$ cat src/rtl/rpn_pkg.sv
`default_nettype none
// +----------------------------------------------------------------------+
// | rpn_pkg : opcodes, error codes and FSM encoding for rpn_sequencer    |
// | Revision 1.0                                                         |
// +----------------------------------------------------------------------+
package rpn_pkg;

  typedef enum logic [2:0] {
    S_IDLE = 3'd0,
    S_POPB = 3'd1,
    S_GETB = 3'd2,
    S_GETA = 3'd3,
    S_PUSH = 3'd4,
    S_ERR  = 3'd5
  } state_t;

  localparam logic [2:0] OP_ADD = 3'b000;
  localparam logic [2:0] OP_SUB = 3'b001;
  localparam logic [2:0] OP_AND = 3'b010;
  localparam logic [2:0] OP_OR  = 3'b011;
  localparam logic [2:0] OP_XOR = 3'b100;

  localparam logic [1:0] ERR_NONE      = 2'b00;
  localparam logic [1:0] ERR_OVERFLOW  = 2'b01;
  localparam logic [1:0] ERR_UNDERFLOW = 2'b10;
  localparam logic [1:0] ERR_ILLEGAL   = 2'b11;

  function automatic logic is_legal_op(input logic [2:0] op);
    return op <= OP_XOR;
  endfunction

endpackage
`default_nettype wire

$ cat src/rtl/rpn_alu.sv
`default_nettype none
// +----------------------------------------------------------------------+
// | rpn_alu : combinational A op B, modulo 2^DATA_WIDTH                  |
// | Revision 1.0                                                         |
// +----------------------------------------------------------------------+
module rpn_alu
  import rpn_pkg::*;
#(
  parameter int DATA_WIDTH = 8
) (
  input  logic [DATA_WIDTH-1:0] a,
  input  logic [DATA_WIDTH-1:0] b,
  input  logic [2:0]            op,
  output logic [DATA_WIDTH-1:0] y
);

  always_comb begin
    y = '0;
    case (op)
      OP_ADD:  y = a + b;
      OP_SUB:  y = a - b;
      OP_AND:  y = a & b;
      OP_OR:   y = a | b;
      OP_XOR:  y = a ^ b;
      default: y = '0;
    endcase
  end

endmodule
`default_nettype wire

$ cat src/rtl/rpn_sequencer.sv
`default_nettype none
// +----------------------------------------------------------------------+
// | rpn_sequencer : RPN token sequencer driving an external stack        |
// | Revision 1.0                                                         |
// +----------------------------------------------------------------------+
module rpn_sequencer
  import rpn_pkg::*;
#(
  parameter int DATA_WIDTH = 8
) (
  input  logic                  clk,
  input  logic                  rst,
  input  logic                  tok_valid,
  output logic                  tok_ready,
  input  logic                  tok_is_op,
  input  logic [DATA_WIDTH-1:0] tok_data,
  output logic                  stk_push,
  output logic                  stk_pop,
  output logic [DATA_WIDTH-1:0] stk_wdata,
  input  logic [DATA_WIDTH-1:0] stk_rdata,
  input  logic                  stk_full,
  input  logic                  stk_empty,
  input  logic                  clr,
  output logic [DATA_WIDTH-1:0] result,
  output logic                  result_valid,
  output logic                  err,
  output logic [1:0]            err_code
);

  state_t                  r_state;
  state_t                  w_state_nx;
  logic [DATA_WIDTH-1:0]   r_a;
  logic [DATA_WIDTH-1:0]   r_b;
  logic [2:0]              r_op;
  logic [DATA_WIDTH-1:0]   w_alu_y;
  logic                    w_latch_op;
  logic                    w_latch_a;
  logic                    w_latch_b;
  logic                    w_push_result;
  logic                    w_set_err;
  logic [1:0]              w_err_code;

  rpn_alu #(.DATA_WIDTH(DATA_WIDTH)) u_alu (
    .a  (r_a),
    .b  (r_b),
    .op (r_op),
    .y  (w_alu_y)
  );

  always_comb begin
    w_state_nx    = r_state;
    tok_ready     = 1'b0;
    stk_push      = 1'b0;
    stk_pop       = 1'b0;
    stk_wdata     = '0;
    w_latch_op    = 1'b0;
    w_latch_a     = 1'b0;
    w_latch_b     = 1'b0;
    w_push_result = 1'b0;
    w_set_err     = 1'b0;
    w_err_code    = ERR_NONE;
    case (r_state)
      S_IDLE: begin
        tok_ready = 1'b1;
        if (tok_valid) begin
          if (!tok_is_op) begin
            if (!stk_full) begin
              stk_push  = 1'b1;
              stk_wdata = tok_data;
            end else begin
              w_set_err  = 1'b1;
              w_err_code = ERR_OVERFLOW;
              w_state_nx = S_ERR;
            end
          end else if (is_legal_op(tok_data[2:0])) begin
            w_latch_op = 1'b1;
            w_state_nx = S_POPB;
          end else begin
            w_set_err  = 1'b1;
            w_err_code = ERR_ILLEGAL;
            w_state_nx = S_ERR;
          end
        end
      end
      S_POPB: begin
        if (!stk_empty) begin
          stk_pop    = 1'b1;
          w_state_nx = S_GETB;
        end else begin
          w_set_err  = 1'b1;
          w_err_code = ERR_UNDERFLOW;
          w_state_nx = S_ERR;
        end
      end
      // B is only kept when the second pop can proceed; on underflow it is dropped.
      S_GETB: begin
        if (!stk_empty) begin
          w_latch_b  = 1'b1;
          stk_pop    = 1'b1;
          w_state_nx = S_GETA;
        end else begin
          w_set_err  = 1'b1;
          w_err_code = ERR_UNDERFLOW;
          w_state_nx = S_ERR;
        end
      end
      S_GETA: begin
        w_latch_a  = 1'b1;
        w_state_nx = S_PUSH;
      end
      S_PUSH: begin
        stk_push      = 1'b1;
        stk_wdata     = w_alu_y;
        w_push_result = 1'b1;
        w_state_nx    = S_IDLE;
      end
      S_ERR: begin
        if (clr) w_state_nx = S_IDLE;
      end
      default: w_state_nx = S_IDLE;
    endcase
  end

  always_ff @(posedge clk or negedge rst) begin
    if (!rst) begin
      r_state      <= S_IDLE;
      r_a          <= '0;
      r_b          <= '0;
      r_op         <= '0;
      result       <= '0;
      result_valid <= 1'b0;
      err          <= 1'b0;
      err_code     <= ERR_NONE;
    end else begin
      r_state      <= w_state_nx;
      result_valid <= w_push_result;
      if (w_latch_op)    r_op   <= tok_data[2:0];
      if (w_latch_b)     r_b    <= stk_rdata;
      if (w_latch_a)     r_a    <= stk_rdata;
      if (w_push_result) result <= w_alu_y;
      if (w_set_err) begin
        err      <= 1'b1;
        err_code <= w_err_code;
      end else if (r_state == S_ERR && clr) begin
        err      <= 1'b0;
        err_code <= ERR_NONE;
      end
    end
  end

endmodule
`default_nettype wire

$ cat config.mk
export PLATFORM = sky130hd
export DESIGN_NAME = rpn_sequencer
export DESIGN_NICKNAME = d
export VERILOG_FILES = /design/src/rtl/rpn_pkg.sv /design/src/rtl/rpn_alu.sv /design/src/rtl/rpn_sequencer.sv
export SDC_FILE = /design/constraint.sdc
export NUM_CORES = 1
export LEC_CHECK = 0
export BUFFER_PORTS_ARGS = -buffer_cell sky130_fd_sc_hd__buf_4
export CELL_PAD_IN_SITES_DETAIL_PLACEMENT = 1
export CELL_PAD_IN_SITES_GLOBAL_PLACEMENT = 2
export CORE_ASPECT_RATIO = 1.25
export CORE_MARGIN = 2
export CORE_UTILIZATION = 37
export CTS_CLUSTER_SIZE = 10
export DETAILED_ROUTE_END_ITERATION = 8
export GPL_TIMING_DRIVEN = 0
export PLACE_DENSITY_LB_ADDON = 0.1
export SLEW_MARGIN = 20
export SYNTH_ARGS = -nofsm -noshare
export SYNTH_HDL_FRONTEND = slang
export SYNTH_SLANG_ARGS = --single-unit
$ cat constraint.sdc
create_clock -name clk -period 6.3 [get_ports clk]
set_input_delay 1.89 -clock clk [delete_from_list [all_inputs] [get_ports clk]]
set_output_delay 1.89 -clock clk [all_outputs]
set_load 0.01 [all_outputs]
==> metrics.md <==
| Metric | Value |
|---|---|
| Outcome | `finished clean` |
| Worst Skew | `about 6.8 ps` |
| Die footprint | `~0.0073 sq mm` |
| Final Critical Period | `approximately 4900 ps` |
| Slowest stage cell on the critical path | `dfrtp_1` |
| CTS H-tree depth | `2` |
| CTS tree | `yes` |
| Leakage power | `approximately 0.0015 uW` |
| DPL Wire Length | `just over 5 mm` |
| Post-synth top area share | `34.87%` |
| Final net count | `~370` |
| Largest area contributor in the netlist | `dfrtp_1` |
| Post-synthesis sequential area ratio | `34.87%` |
| Initial DRC count | `57` |
| Maximum root-to-sink buffer count | `2` |
| Crit path required time | `~4400 ps` |
| RSZ-0062 raised after global routing | `false` |
| Number of flops mapped to enable cells by yosys | `0` |
| Max Cap Viol | `0` |
| CP cell instances | `buf_6 -> nor3b_4 -> nor2_1 -> xnor2_1 -> ha_1 -> nor2b_1 -> o21ai_0 -> nand2b_1 -> a21oi_1 -> mux2_2 -> nand3_1 -> buf_4` |
| Antenna-violating nets left | `0` |
| Vias in the first global route | `2209` |
| Area Overhead vs Synth | `22.05%` |
| Hold_buf cts | `0` |
| Part of the cycle the worst path needs | `around 80%` |
| Crit end category | `output port` |
| Vias/cell | `between 5 and 6` |
| Grt ovf | `0` |
| Fillcell total | `roughly 800` |
| R2R setup slack | `approximately 3600 ps` |
| CP Class | `flip-flop to output port` |
| Top-level I/O count | `46` |
| Top cells by area, synth | `dfrtp_1, ha_1, nand2_1, mux2_2, xnor2_1` |
| Syn_nets | `about 310` |
| First-pass iteration count of the detailed router | `4` |
| GRT Util Overall | `19.20%` |
| CORE AREA | `around 0.0065 sq mm` |
| Hold Vio Cnt, Final | `0` |
| CP max FO | `9` |
| # setup viols final | `0` |
| Seq cells post-synth | `34` |
| Syn_area_per_cell | `between 9 and 10 sq um` |
| Dominant synthesized flop cell | `dfrtp_1` |
| Max_slew headroom | `between 30% and 40%` |
| Final Core Density | `around 46%` |
| YS warnings | `0` |
| Buffers added on ports | `45` |
| Clock-pin slew on the worst setup and hold paths | `~70 ps` |
| Slew Viols, Final | `0` |
| Max Clk Rate | `203.8 MHz` |
| Total wire length | `between 6 and 7 mm` |
| Rows | `33` |
| Pwr dens | `between 500 and 600 mW/mm^2` |
| Die extent in x | `about 77 microns` |
| Initial antenna violation count | `0` |
| Vias | `2048` |
| Synthesized instance count | `265` |
| Slew of the pin with the lowest slew margin | `898.9 ps` |
| Reg2reg path depth | `12` |
| Worst-Skew Late Latency | `between 200 and 300 ps` |
| Synth Cell Area | `about 0.0024 sq mm` |
| Die height | `roughly 95 microns` |
| CTS root buffer | `clkbuf_8` |
| VDD IR max | `0.1954 mV` |
| Hold Path Depth | `2` |
| Post-CTS setup buffer count | `0` |
| First-pass GRT wire length | `10.77 mm` |
| Largest stage delay, worst path | `about 370 ps` |
| Setup TNS | `0 ps` |
| Worst EP arrival | `between 3000 and 4000 ps` |
| CP startpoint kind | `flip-flop` |
| Share of layout cells above drive strength 1 | `about 27%` |
| Clock sink total | `34` |
| Wire per inst | `roughly 16 microns` |
| Ys async rst share | `100.0%` |
| Class of the most critical hold timing path | `flip-flop to flip-flop` |
| Largest net degree at the start of global routing | `35` |
| Distinct cells, synth | `between 40 and 50` |
| Register Area | `850.8 sq um` |
| Post-CTS Resized | `0` |
| DRC | `0` |
| Inserted Clock Buffers | `5` |
| Area of the multi-input gates | `~0.0015 sq mm` |
| N_diodes | `0` |
| Initial core utilization | `between 30% and 40%` |
| Routability cong. | `0.7743` |
[worst max-delay path: cells and delay by family, from the launching register on]
| family | cells | cell delay, ps |
|---|---|---|
| flops | 1 | 370 |
| mux | 1 | 370 |
| fa+ha+maj | 1 | 330 |
| simple gates | 5 | 800 |
| compound gates | 2 | 440 |
| buf+inv | 2 | 260 |
| xor+xnor | 1 | 140 |
[metal layers]
metal  routed length, microns  vias up  track usage [%]
met1                     2681     1005            22.52
met5                        0        -                0
met2                     3451       18            36.28
met4                       70        0            5.000
li1                         -     1019                -
met3                      112        6            3.250
[cell families (layout without fill, tap and decap cells)]
family,after synthesis,count (layout),share of synthesized area (%)
adder cells (fa/ha/maj),25,25,13.13
multiplexers,15,15,6.821
flip-flops,34,34,34.87
AO/OA/AOI/OAI,58,58,15.64
buffers and inverters,30,83,5.641
AND/OR/NAND/NOR,90,90,19.23
XOR/XNOR,13,13,4.667
[cell usage after synthesis, drive strengths merged (2+ instances only)]
cell and count:
a21oi 16, xnor2 10, o211ai 3, a21o 7, a31oi 3, nand3 5, inv 21, nor2 21
nand3b 4, nor3 8, ha 24, nand2b 2, buf 8, dfrtp 34, mux2i 2, nand2 40
a31o 2, a22oi 3, o21ai 15, mux2 13, nor2b 2, xor2 3
[layout make-up]
type | count | share of cell area, %
plain buffers | 9 | 1.975
clock buffers | 7 | 2.899
clock inverters | 1 | 0.1681
inverters | 21 | 2.647
multi-input cells | 201 | 48.74
flip-flops and latches | 34 | 28.57
well taps | 87 | 3.655
repair buffers | 45 | 11.34
[state kept, by name, indices dropped and copies added, names as in the netlist]
name / count
r_b: 8
result: 8
err: 1
r_a: 8
result_valid: 1
err_code: 2
r_op: 3
r_state: 3
[worst paths after layout]
kind                                startpoint               endpoint
max reg2reg                 r_b[0]$_DFFE_PN0P_  result[7]$_DFFE_PN0P_
max                        r_op[2]$_DFFE_PN0P_           stk_wdata[6]
min in group asynchronous                  rst     r_a[2]$_DFFE_PN0N_
min                            err$_DFFE_PN0P_        err$_DFFE_PN0P_
min reg2reg                    err$_DFFE_PN0P_        err$_DFFE_PN0P_
max in group asynchronous                  rst  result[1]$_DFFE_PN0P_
[stage by stage]
step	std cells	worst slack [ps]	hold WS (ps)	power, uW	area, sq um
floorplan	265	1915	508.9	1261	2440
global placement	397	1532	462.8	1595	2887
detailed placement	397	1528	472.2	1629	2887
CTS	405	1341	490.4	1803	2978
global route	405	1073	518.7	1967	2978
finish	405	1393	481.4	1765	2978
[power by group]
| part | total, uW | leakage (uW) | switching [uW] | internal (uW) |
|---|---|---|---|---|
| Sequential | 415 | 0.000413 | 92.5 | 323 |
| Combinational | 1180 | 0.00102 | 636 | 545 |
| Clock | 169 | 0.0000482 | 80.6 | 88.2 |
| Total | 1770 | 0.00148 | 810 | 956 |
[cells in the final DEF (no fill, tap or decap), types with 2 or more instances in the layout]
cell       n
mux2_2    13
nand2b_1   2
nor3_4     3
a31o_2     2
clkbuf_1   2
o21ai_0   14
nand3_1    5
a21o_1     7
inv_1     21
xor2_1     3
clkbuf_8   6
ha_1      24
xnor2_1   10
dfrtp_1   34
nor2_1    20
a21oi_1   14
o211ai_1   3
a21oi_2    2
buf_4     46
nand3b_1   4
a31oi_1    3
buf_2      5
nor2b_1    2
buf_6      2
nor3_1     4
mux2i_1    2
nand2_1   40
a22oi_1    3
Note: power is estimated with default switching activity, not from simulation.
